File: config.mk
export PLATFORM = sky130hd
export DESIGN_NAME = mem_scan_reader_flat
export DESIGN_NICKNAME = d
export VERILOG_FILES = /design/src/rtl/mem_scan_reader_if.sv /design/src/rtl/mem_scan_reader.sv /design/src/flat_wrapper.sv
export SDC_FILE = /design/constraint.sdc
export NUM_CORES = 1
export LEC_CHECK = 0
export CORE_MARGIN = 1
export CORE_UTILIZATION = 40
export DETAILED_ROUTE_END_ITERATION = 10
export SLEW_MARGIN = 20
export SYNTH_ARGS = -nofsm -noshare
export SYNTH_HDL_FRONTEND = slang
export SYNTH_SLANG_ARGS = --single-unit
File: constraint.sdc
create_clock -name Clock -period 3 [get_ports Clock]
set_input_delay 0.9 -clock Clock [delete_from_list [all_inputs] [get_ports Clock]]
set_output_delay 0.9 -clock Clock [all_outputs]
set_load 0.02 [all_outputs]
File: src/rtl/mem_scan_reader_if.sv
// Signal bundle between the RAM read sequencer and the RAM / display side.
// The master modport is the sequencer itself; the slave modport is the side
// that supplies control levels and RAM read data and consumes the outputs.
interface mem_scan_reader_if #(
   parameter int ADDR_W = 5,
   parameter int DATA_W = 4,
   parameter int SUM_W  = ADDR_W + DATA_W
);
   logic              Start;
   logic              Stop;
   logic              Continuous;
   logic [ADDR_W-1:0] RamAddr;
   logic [DATA_W-1:0] RamData;
   logic [ADDR_W-1:0] CurAddr;
   logic [DATA_W-1:0] CurData;
   logic              Valid;
   logic              Busy;
   logic              Done;
   logic [SUM_W-1:0]  Checksum;

   modport master (
      input  Start, Stop, Continuous, RamData,
      output RamAddr, CurAddr, CurData, Valid, Busy, Done, Checksum
   );

   modport slave (
      output Start, Stop, Continuous, RamData,
      input  RamAddr, CurAddr, CurData, Valid, Busy, Done, Checksum
   );
endinterface

File: src/rtl/mem_scan_reader.sv
// Read-side sequencer for the synchronous-read RAM: sweeps every address,
// captures each word one cycle after the RAM registers its address, holds it
// for DWELL cycles for display, and keeps a per-pass checksum.
module mem_scan_reader #(
   parameter int ADDR_W = 5,
   parameter int DATA_W = 4,
   parameter int DWELL  = 50_000_000,
   parameter int SUM_W  = ADDR_W + DATA_W
) (
   input logic             Clock,
   input logic             Resetn,
   mem_scan_reader_if.master bus
);

   typedef enum logic [2:0] {
      S_IDLE,
      S_ISSUE,
      S_CAPTURE,
      S_DWELL,
      S_DONE
   } state_t;

   // Counter only needs to hold DWELL-1; keep at least one bit for DWELL=1.
   localparam int                CNT_W     = (DWELL > 1) ? $clog2(DWELL) : 1;
   localparam logic [CNT_W-1:0]  CNT_LOAD  = CNT_W'(DWELL - 1);
   localparam logic [ADDR_W-1:0] LAST_ADDR = '1;

   state_t              state_q, state_d;
   logic [ADDR_W-1:0]   addr_q, addr_d;
   logic [ADDR_W-1:0]   cur_addr_q, cur_addr_d;
   logic [DATA_W-1:0]   cur_data_q, cur_data_d;
   logic                valid_q, valid_d;
   logic                done_q, done_d;
   logic [SUM_W-1:0]    sum_q, sum_d;
   logic [SUM_W-1:0]    chk_q, chk_d;
   logic [CNT_W-1:0]    cnt_q, cnt_d;

   // Next-state and datapath updates; Stop outranks everything once running.
   always_comb begin
      state_d    = state_q;
      addr_d     = addr_q;
      cur_addr_d = cur_addr_q;
      cur_data_d = cur_data_q;
      valid_d    = valid_q;
      done_d     = 1'b0;
      sum_d      = sum_q;
      chk_d      = chk_q;
      cnt_d      = cnt_q;

      if (state_q != S_IDLE && bus.Stop) begin
         state_d = S_IDLE;
         valid_d = 1'b0;
      end else begin
         case (state_q)
            S_IDLE: begin
               if (bus.Start && !bus.Stop) begin
                  state_d = S_ISSUE;
                  addr_d  = '0;
                  sum_d   = '0;
                  valid_d = 1'b0;
               end
            end
            // RAM registers addr_q at the edge leaving this state.
            S_ISSUE: begin
               state_d = S_CAPTURE;
            end
            S_CAPTURE: begin
               cur_data_d = bus.RamData;
               cur_addr_d = addr_q;
               sum_d      = sum_q + SUM_W'(bus.RamData);
               valid_d    = 1'b1;
               cnt_d      = CNT_LOAD;
               state_d    = S_DWELL;
            end
            S_DWELL: begin
               if (cnt_q != '0) begin
                  cnt_d = cnt_q - CNT_W'(1);
               end else if (addr_q != LAST_ADDR) begin
                  addr_d  = addr_q + ADDR_W'(1);
                  state_d = S_ISSUE;
               end else begin
                  // End of pass: sum already contains word 31.
                  chk_d  = sum_q;
                  sum_d  = '0;
                  done_d = 1'b1;
                  if (bus.Continuous) begin
                     addr_d  = '0;
                     state_d = S_ISSUE;
                  end else begin
                     state_d = S_DONE;
                  end
               end
            end
            S_DONE: begin
               state_d = S_IDLE;
            end
            default: begin
               state_d = S_IDLE;
            end
         endcase
      end
   end

   // State and datapath registers with asynchronous clear.
   always_ff @(posedge Clock or negedge Resetn) begin
      if (!Resetn) begin
         state_q    <= S_IDLE;
         addr_q     <= '0;
         cur_addr_q <= '0;
         cur_data_q <= '0;
         valid_q    <= 1'b0;
         done_q     <= 1'b0;
         sum_q      <= '0;
         chk_q      <= '0;
         cnt_q      <= '0;
      end else begin
         state_q    <= state_d;
         addr_q     <= addr_d;
         cur_addr_q <= cur_addr_d;
         cur_data_q <= cur_data_d;
         valid_q    <= valid_d;
         done_q     <= done_d;
         sum_q      <= sum_d;
         chk_q      <= chk_d;
         cnt_q      <= cnt_d;
      end
   end

   assign bus.RamAddr  = addr_q;
   assign bus.CurAddr  = cur_addr_q;
   assign bus.CurData  = cur_data_q;
   assign bus.Valid    = valid_q;
   assign bus.Busy     = (state_q != S_IDLE);
   assign bus.Done     = done_q;
   assign bus.Checksum = chk_q;

endmodule
File: src/flat_wrapper.sv
// flat-port wrapper written by rule: the top's interface ports become plain ports
module mem_scan_reader_flat 
#(
   parameter int ADDR_W = 5,
   parameter int DATA_W = 4,
   parameter int DWELL  = 50_000_000,
   parameter int SUM_W  = ADDR_W + DATA_W
)
  (Clock, Resetn, bus_Start, bus_Stop, bus_Continuous, bus_RamData, bus_RamAddr, bus_CurAddr, bus_CurData, bus_Valid, bus_Busy, bus_Done, bus_Checksum);
  mem_scan_reader_if #(.ADDR_W(ADDR_W), .DATA_W(DATA_W), .SUM_W(SUM_W)) bus_i ();
  input logic Clock;
  input logic Resetn;
  input wire logic [$bits(bus_i.Start)-1:0] bus_Start;
  input wire logic [$bits(bus_i.Stop)-1:0] bus_Stop;
  input wire logic [$bits(bus_i.Continuous)-1:0] bus_Continuous;
  input wire logic [$bits(bus_i.RamData)-1:0] bus_RamData;
  output wire logic [$bits(bus_i.RamAddr)-1:0] bus_RamAddr;
  output wire logic [$bits(bus_i.CurAddr)-1:0] bus_CurAddr;
  output wire logic [$bits(bus_i.CurData)-1:0] bus_CurData;
  output wire logic [$bits(bus_i.Valid)-1:0] bus_Valid;
  output wire logic [$bits(bus_i.Busy)-1:0] bus_Busy;
  output wire logic [$bits(bus_i.Done)-1:0] bus_Done;
  output wire logic [$bits(bus_i.Checksum)-1:0] bus_Checksum;
  assign bus_i.Start = bus_Start;
  assign bus_i.Stop = bus_Stop;
  assign bus_i.Continuous = bus_Continuous;
  assign bus_i.RamData = bus_RamData;
  assign bus_RamAddr = bus_i.RamAddr;
  assign bus_CurAddr = bus_i.CurAddr;
  assign bus_CurData = bus_i.CurData;
  assign bus_Valid = bus_i.Valid;
  assign bus_Busy = bus_i.Busy;
  assign bus_Done = bus_i.Done;
  assign bus_Checksum = bus_i.Checksum;
  mem_scan_reader #(.ADDR_W(ADDR_W), .DATA_W(DATA_W), .DWELL(DWELL), .SUM_W(SUM_W)) u_core (.Clock(Clock), .Resetn(Resetn), .bus(bus_i));
endmodule
==> qor.csv <==
metric;value;unit
status;finished, violations left;
violations;DRC;
synthTopCellsByArea;dfrtp_1, nand2_1, o21ai_0;
synth_top_family_by_area;simple AND/OR/NAND/NOR gates;
dr.pass1.iters;7;
synth_xor_xnor_area_share;0.783;%
rows;33;
finish.net_count;404;
syn_area;0.00336;mm²
vias;2817;
drive_above_1_share;14.8;%
synth_area_per_cell;9.73;µm²
routed-wl-met3;363;µm
holdWs;0.472;ns
synth-compound-area-share;14.8;%
start_util;41.1;%
multi_input_area;0.00164;mm²
hold_start;u_core.bus.CurAddr[0]$_DFFE_PN0P_;
min_path_type;flip-flop to flip-flop;
synth_edf_count;0;
dp.cells;481;
synth_fp_nets;362;
instances_no_fill;497;
clock_sinks;63;
highest_layer;met4;
min_period;2.76;ns
maxSlewViolCount;0;
synth_ff_type;dfrtp_1;
synthMuxAreaShare;3.02;%
seq_area_frac_synth;47.0;%
rrSetupSlack;0.48;ns
ioPinCount;35;
grt_first_pass_wirelength;13000;µm
setup_viol;0;
final_util;49.1;%
routed_via_density;5.67;
drc;2;
cts_tree;yes;
area_growth;19.5;%
worst_setup_path_start_kind;flip-flop;
hold_buffers;0;
worst_pin_slew;0.697;ns
most-common-layout-cells;dfrtp_1, nand2_1, clkdlybuf4s50_1;
fp.dieH;93.6;µm
cts_resized;0;
worstRegToRegCells;6;
worst_setup_path_end_kind;output port;
placed_cell_area;0.00384;mm²
ir_drop;0.268;mV
ys_types;58;
numPortBuffers;34;
root_buffer;clkbuf_8;
hold_viol;0;
ant_nets;0;
timing.rr.start;u_core.cnt_q[21]$_DFFE_PN0P_;
worstPathArrival;1.86;ns
wirelength;7740;µm
worstPathMaxFanout;11;
overflow;0;
final_area;0.00401;mm²
worstPathRequired;2.10;ns
async_flop_share;100;%
crit_type;flip-flop to output port;
diodes;0;
fin_crit_sh;92.1;%
dieArea;0.00876;mm²
maxSlewHeadroom;53.4;%
clockBufferDepth;2;
rsz0062_at_grt;no;
insertion_delay;0.35;ns
grt_use_total;19.6;%
synth_top_area_share;47.0;%
final_common_cell;dfrtp_1;
clk_pin_slew_worst_paths;0.07;ns
ys_ff_latch;63;
post-dp-hpwl;5470;µm
wl_met2;3460;µm
leakage;1.68;nW
grt_antenna_before_repair;0;
yosys_warnings;0;
fin_skew;0.0105;ns
synth_fa_ha_area_share;3.21;%
clock.fmax;362;MHz
power_density;480;mW/mm²
hold_path_end;u_core.bus.CurAddr[0]$_DFFE_PN0P_;
cts_buffers;9;
drt_iter0_markers;152;
dieWidth;93.6;µm
fillers;795;
fp.coreArea;0.00818;mm²
synthCells;345;
maxCapViolCount;0;
r2r-end;u_core.cnt_q[22]$_DFFE_PN0P_;
htree_levels;3;
wl_per_cell;15.6;µm
wl_met1;3810;µm
regArea;0.00158;mm²
cts_setup_buffers;0;
synth_top_cell_by_area;dfrtp_1;
grt_pass1_vias;2600;
globalplace.congestion;0.850;
synth-simple-area-share;27.2;%
grt_max_degree;35;
whs_path_depth;2;
[cell usage after synthesis, types with 2 or more instances]
cell type and instances:
a21oi_1 13, o21ai_1 2, nor2_1 19, or3b_1 4, inv_1 10, buf_4 3, dfrtp_1 63, and3_1 4
nor3b_1 3, nand4_1 4, or3_1 6, nor4_1 7, or4_1 13, nor3_1 13, mux2_2 9, a211oi_1 5
or4_4 2, and4_1 7, ha_1 7, buf_2 4, a31oi_1 10, a22o_2 2, o211a_1 2, and3b_1 2
nand3_1 11, nand3b_1 2, buf_6 2, o31ai_1 9, nand2b_1 3, a21o_1 2, nand2_1 38, or3b_2 2
clkbuf_1 9, o21ai_0 25, xnor2_1 3, or2_2 3
[metal layers]
metal | track usage, % | vias up
met5 | 0 | -
met4 | 6.28 | 0
met3 | 6.59 | 10
met2 | 28.3 | 64
met1 | 27.4 | 1373
li1 | - | 1370
[through the flow]
step | worst slack, ns | setup TNS (ns) | power (mW)
3_5_place_dp | -0.0578 | -0.194 | 1.28
2_1_floorplan | 0.390 | 0 | 1.16
5_1_grt | 0.0740 | 0 | 2.04
3_3_place_gp | 0.00485 | 0 | 1.27
4_1_cts | 0.218 | 0 | 1.95
6_report | 0.236 | 0 | 1.93
[critical path, cell delays in order (launching register included)]
cell and delay, ns:
dfrtp_1 0.48, nor3_1 0.36, inv_1 0.11, clkdlybuf4s50_1 0.56
[area by class of cell]
| type | count | area share (%) |
|---|---|---|
| Clock inverter | 5 | 0.842 |
| Clock buffer | 11 | 3.52 |
| Tap cell | 105 | 3.27 |
| Multi-Input combinational cell | 254 | 41.0 |
| Inverter | 10 | 0.935 |
| Sequential cell | 63 | 39.3 |
| Timing Repair Buffer | 49 | 11.2 |
[power by group]
group          leakage (nW)  switching (mW)  total, mW  internal, mW
Sequential            0.776          0.0590      0.967         0.908
Combinational         0.818           0.162      0.299         0.137
Clock                0.0853           0.341      0.661         0.320
[how the worst max path moves through the flow]
stage | from | to | slack, ns
final | u_core.state_q[1]$_DFFE_PN0P_ | bus_Busy | 0.24
after global placement | bus_Stop | u_core.cnt_q[19]$_DFFE_PN0P_ | 0.005
after detailed placement | bus_Stop | u_core.cnt_q[21]$_DFFE_PN0P_ | -0.06
after global routing | u_core.state_q[2]$_DFFE_PN0P_ | bus_Busy | 0.07
after floorplan | bus_Stop | u_core.cnt_q[25]$_DFFE_PN0P_ | 0.39
after CTS | u_core.state_q[1]$_DFFE_PN0P_ | bus_Busy | 0.22
[flip-flops by register name (all words and copies together) (netlist names)]
register	flops
u_core.cnt_q	26
u_core.bus.Checksum	9
u_core.sum_q	9
u_core.bus.CurAddr	5
u_core.bus.RamAddr	5
u_core.bus.CurData	4
u_core.state_q	3
u_core.bus.Done	1
u_core.bus.Valid	1
[logic make-up after synthesis]
kind of cell    count (synthesis)
fa+ha+maj                       8
xor+xnor                        3
flops                          63
buf+inv                        28
mux                             9
simple gates                  155
compound gates                 79
Power figures use the tool's default switching activity.
==> RTL edit 1 (same flow settings) <==
`DWELL` is set to 50_000_000 in 2 places; all go to 25_000_000.
--- a/src/rtl/mem_scan_reader.sv
+++ b/src/rtl/mem_scan_reader.sv
@@ -4,7 +4,7 @@
 module mem_scan_reader #(
    parameter int ADDR_W = 5,
    parameter int DATA_W = 4,
-   parameter int DWELL  = 50_000_000,
+   parameter int DWELL  = 25_000_000,
    parameter int SUM_W  = ADDR_W + DATA_W
 ) (
    input logic             Clock,
--- a/src/flat_wrapper.sv
+++ b/src/flat_wrapper.sv
@@ -3,7 +3,7 @@
 #(
    parameter int ADDR_W = 5,
    parameter int DATA_W = 4,
-   parameter int DWELL  = 50_000_000,
+   parameter int DWELL  = 25_000_000,
    parameter int SUM_W  = ADDR_W + DATA_W
 )
   (Clock, Resetn, bus_Start, bus_Stop, bus_Continuous, bus_RamData, bus_RamAddr, bus_CurAddr, bus_CurData, bus_Valid, bus_Busy, bus_Done, bus_Checksum);
Function: no difference found for any inputs over 10 cycles, from zero or initial values and one cycle with Resetn low; that may be too few to reach the edited logic, so the function may still have changed.
==> RTL edit 1 against the original RTL <==
Area after synthesis shrank 2.4%; highest routed layer unchanged; non-clock buffer count shrank 2; via count shrank 4.5%; routed wire length shrank 4.3%; design area shrank 0.81%; largest cell class unchanged; total power grew 3.6%; setup slack lost 1.0 ps; sequential cell count shrank 1; critical endpoint unchanged; largest power group unchanged.
==> RTL edit 1: results (changes against the original RTL) <==
status: "finished, final reports clean"
clock_latency_ps: 340
yosysWarnings: 0  # unchanged
relSlewSlack_pct: 59.5  # +6.0 points
num_vias: 2689  # -4.5%
grt_pass1_vias: 2606  # +0.23%
ys_top_cells_by_count: "dfrtp_1, nand2_1, nor2_1"
pre_cts_ws_ps: -29.6  # +28.2 ps
globalRouteMet2Util_pct: 28.6  # +0.27 points
gp_congestion: 0.822  # -3.3%
num-nets-final: 394  # -2.5%
largest_reg_flops: 25  # -3.8%
antenna_found_initial: 0  # unchanged
peakVddDrop_mv: 0.290  # +8.3%
yosysSeqAreaShare_pct: 47.4  # +0.40 points
htree_levels: 3  # unchanged
path_delay_family: "buffers and inverters"
synth_flop_cell: "dfrtp_1"
cp_max_fo: 10  # -1
ys_async_sr_fraction_pct: 100  # unchanged
grt_usage_pct: 19.0  # -0.59 points
wl_met3_um: 321  # -12%
top_layer: "met4"
drtIter0Drc: 153  # +0.66%
synth_cell_types: 53  # -8.6%
synth_fp_nets: 351  # -3.0%
layout-drive-gt1-share_pct: 15.0  # +0.20 points
dp.final_hpwl_um: 5200  # -5.0%
fillers: 722  # -9.2%
drt_wl_total_um: 7410  # -4.3%
cts_root_buf: "clkbuf_8"
dpl-instance-area_um2: 3790  # -1.2%
cts_buffers: 9  # unchanged
use_met1_pct: 26.1  # -1.3 points
cts_resized: 0  # unchanged
dr.pass1.iters: 6  # -1
grt_pass1_wl_um: 12700  # -2.8%
clockBufferDepth: 2  # unchanged
dr_wl_met2_um: 3320  # -4.1%
top_register: "u_core.cnt_q"
grt_max_degree: 50  # +43%
p_leak_nw: 1.66  # -1.5%
wl_met1_um: 3610  # -5.3%
arrival_ps: 1870
post_cts.repair.setup_buffers: 0  # unchanged
hold_path_class: "input pin to asynchronous set/reset pin"
finalClockSkew_ps: 7.22  # -3.25 ps
gr-usage-met3_pct: 4.43  # -2.2 points
synthTopCellsByArea: "dfrtp_1, mux2_2, nand2_1"
-- RTL edit 1: path summary, 6_finish.rpt --
kind                       slack (ps)  cells past startpoint                   from               endpoint
max                               230                      3      u_core.state_q[1]               bus_Busy
min                               460                      1                 Resetn       u_core.cnt_q[20]
max reg2reg                       630                      7        u_core.cnt_q[0]        u_core.sum_q[1]
min reg2reg                       480                      2  u_core.bus.CurAddr[4]  u_core.bus.CurAddr[4]
max in group asynchronous        1970                      2                 Resetn  u_core.bus.CurData[2]
min in group Clock                480                      2  u_core.bus.CurAddr[4]  u_core.bus.CurAddr[4]
-- RTL edit 1: cell type report --
type                    instances  area (um2)  area share [%]
clock buffers                  11         141            3.55
clock inverters                 4        47.5            1.19
inverters                      11        41.3            1.04
multi-input cells             245        1610            40.5
flip-flops and latches         62        1550            39.0
well taps                     102         128            3.21
repair buffers                 47         458            11.5
-- RTL edit 1: metrics by stage --
| step | setup TNS [ps] | std cells | hold slack (ps) | util [%] | total power [mW] |
|---|---|---|---|---|---|
| floorplan | 0 | 333 | 459 | - | 1.14 |
| CTS | 0 | 482 | 456 | 51.0 | 2.02 |
| detailed placement | -29.6 | 467 | 469 | 48.6 | 1.28 |
| global route | 0 | 482 | 467 | 51.0 | 2.10 |
| finish | 0 | 482 | 459 | 51.0 | 2.00 |
| global placement | 0 | 467 | 461 | 48.6 | 1.28 |
-- RTL edit 1: logic make-up after synthesis --
family,count (synthesis),synth area share (%)
XOR/XNOR,2,0.535
flip-flops,62,47.4
AND/OR/NAND/NOR,152,26.9
AO/OA/AOI/OAI,66,12.8
buffers and inverters,26,3.40
adder cells (fa/ha/maj),9,3.67
multiplexers,16,5.42
-- RTL edit 1: power by group --
part	switching (mW)	leakage, nW	internal (mW)
clock network	0.330	0.0952	0.399
registers	0.0617	0.768	0.898
logic	0.169	0.792	0.139
==> RTL edit 2 (same settings) <==
Without the edit above. The 5 states of `state_t` get a one-hot encoding in 5 bits.
--- a/src/rtl/mem_scan_reader.sv
+++ b/src/rtl/mem_scan_reader.sv
@@ -12,12 +12,12 @@
    mem_scan_reader_if.master bus
 );
 
-   typedef enum logic [2:0] {
-      S_IDLE,
-      S_ISSUE,
-      S_CAPTURE,
-      S_DWELL,
-      S_DONE
+   typedef enum logic [4:0] {
+      S_IDLE    = 5'b00001,
+      S_ISSUE   = 5'b00010,
+      S_CAPTURE = 5'b00100,
+      S_DWELL   = 5'b01000,
+      S_DONE    = 5'b10000
    } state_t;
 
    // Counter only needs to hold DWELL-1; keep at least one bit for DWELL=1.
Behaviour: no difference found for any inputs over 10 cycles, from zero or initial values and one cycle with Resetn low; not proved beyond that.
==> RTL edit 2 against the original RTL <==
Clock power is 30% higher; design area is 6.8% higher; sequential share of layout area is 1.3 points lower; total power is 19% higher; global-route usage hardly changed; area after synthesis is 2.9% higher; non-clock buffer count is 8 higher; setup slack worse by 7.7 ps; sequential cell count is 2 higher; first-iteration DRC count is 19% lower; routed wire length is 6.2% higher; largest power group unchanged; highest routed layer unchanged.
==> RTL edit 2: results (changes against the original RTL) <==
synthToLayoutAreaGrowth_pct: 24.1
grt_max_degree: 36  # +2.9%
globalRouteMet2Util_pct: 29.9  # +1.6 points
r2r_slack_ps: 230  # -250 ps
path_delay_family: "simple AND/OR/NAND/NOR gates"
wl_met1_um: 4140  # +8.7%
clkCellAreaFrac_pct: 5.34  # +0.98 points
layout-drive-gt1-share_pct: 18.0  # +3.3 points
seq_cells: 65  # +3.2%
dr_wl_met2_um: 3700  # +6.9%
power_density_nw_per_um2: 537  # +12%
synthAdderAreaFrac_pct: 3.12  # -0.089 points
finalClockSkew_ps: 10.3  # -0.211 ps
powerComb_mw: 0.415  # +39%
cpMaxStageDelayCell: "or4_4"
muxShareOfSynthArea_pct: 7.10  # +4.1 points
multi_input_area_share_pct: 40.1  # -0.90 points
holdCritStartpoint: "u_core.bus.CurAddr[2]"
r2r-end: "u_core.sum_q[1]"
status: "finished, final reports clean"
peakVddDrop_mv: 0.246  # -8.2%
netlist_instances: 348  # +0.87%
max_stage_delay_ps: 630  # +70 ps
num-nonclk-buffers: 57  # +16%
synth_cell_types: 57  # -1.7%
dpl-instance-area_um2: 4040  # +5.4%
worst_pin_slew_ps: 823  # +126 ps
[RTL edit 2: cell types whose count changed after synthesis, sizes merged, moves of 5 or more]
cell / unedited run / this run
a21oi: 14 / 19
a31oi: 10 / 4
buf: 9 / 3
inv: 10 / 16
mux2i: 0 / 11
nor3: 13 / 7
or3: 7 / 15
or4: 15 / 9
[RTL edit 2: worst max path at each step]
stage / start / end / slack (ps) / cells after the start
after floorplan: u_core.state_q[0] / u_core.sum_q[1] / 410 / 8
after global placement: bus_RamData[0] / u_core.sum_q[8] / 30 / 9
after detailed placement: bus_RamData[0] / u_core.sum_q[8] / -50 / 9
after CTS: u_core.state_q[4] / bus_Busy / 30 / 4
after global routing: u_core.cnt_q[10] / u_core.sum_q[2] / 140 / 5
final: u_core.cnt_q[10] / u_core.sum_q[1] / 230 / 5
[RTL edit 2: repair_timing]
action,CTS,global route
hold endpoints to repair,0,0
gates resized for setup,1,3
buffers inserted,1,0
endpoints found under the setup margin,1,1
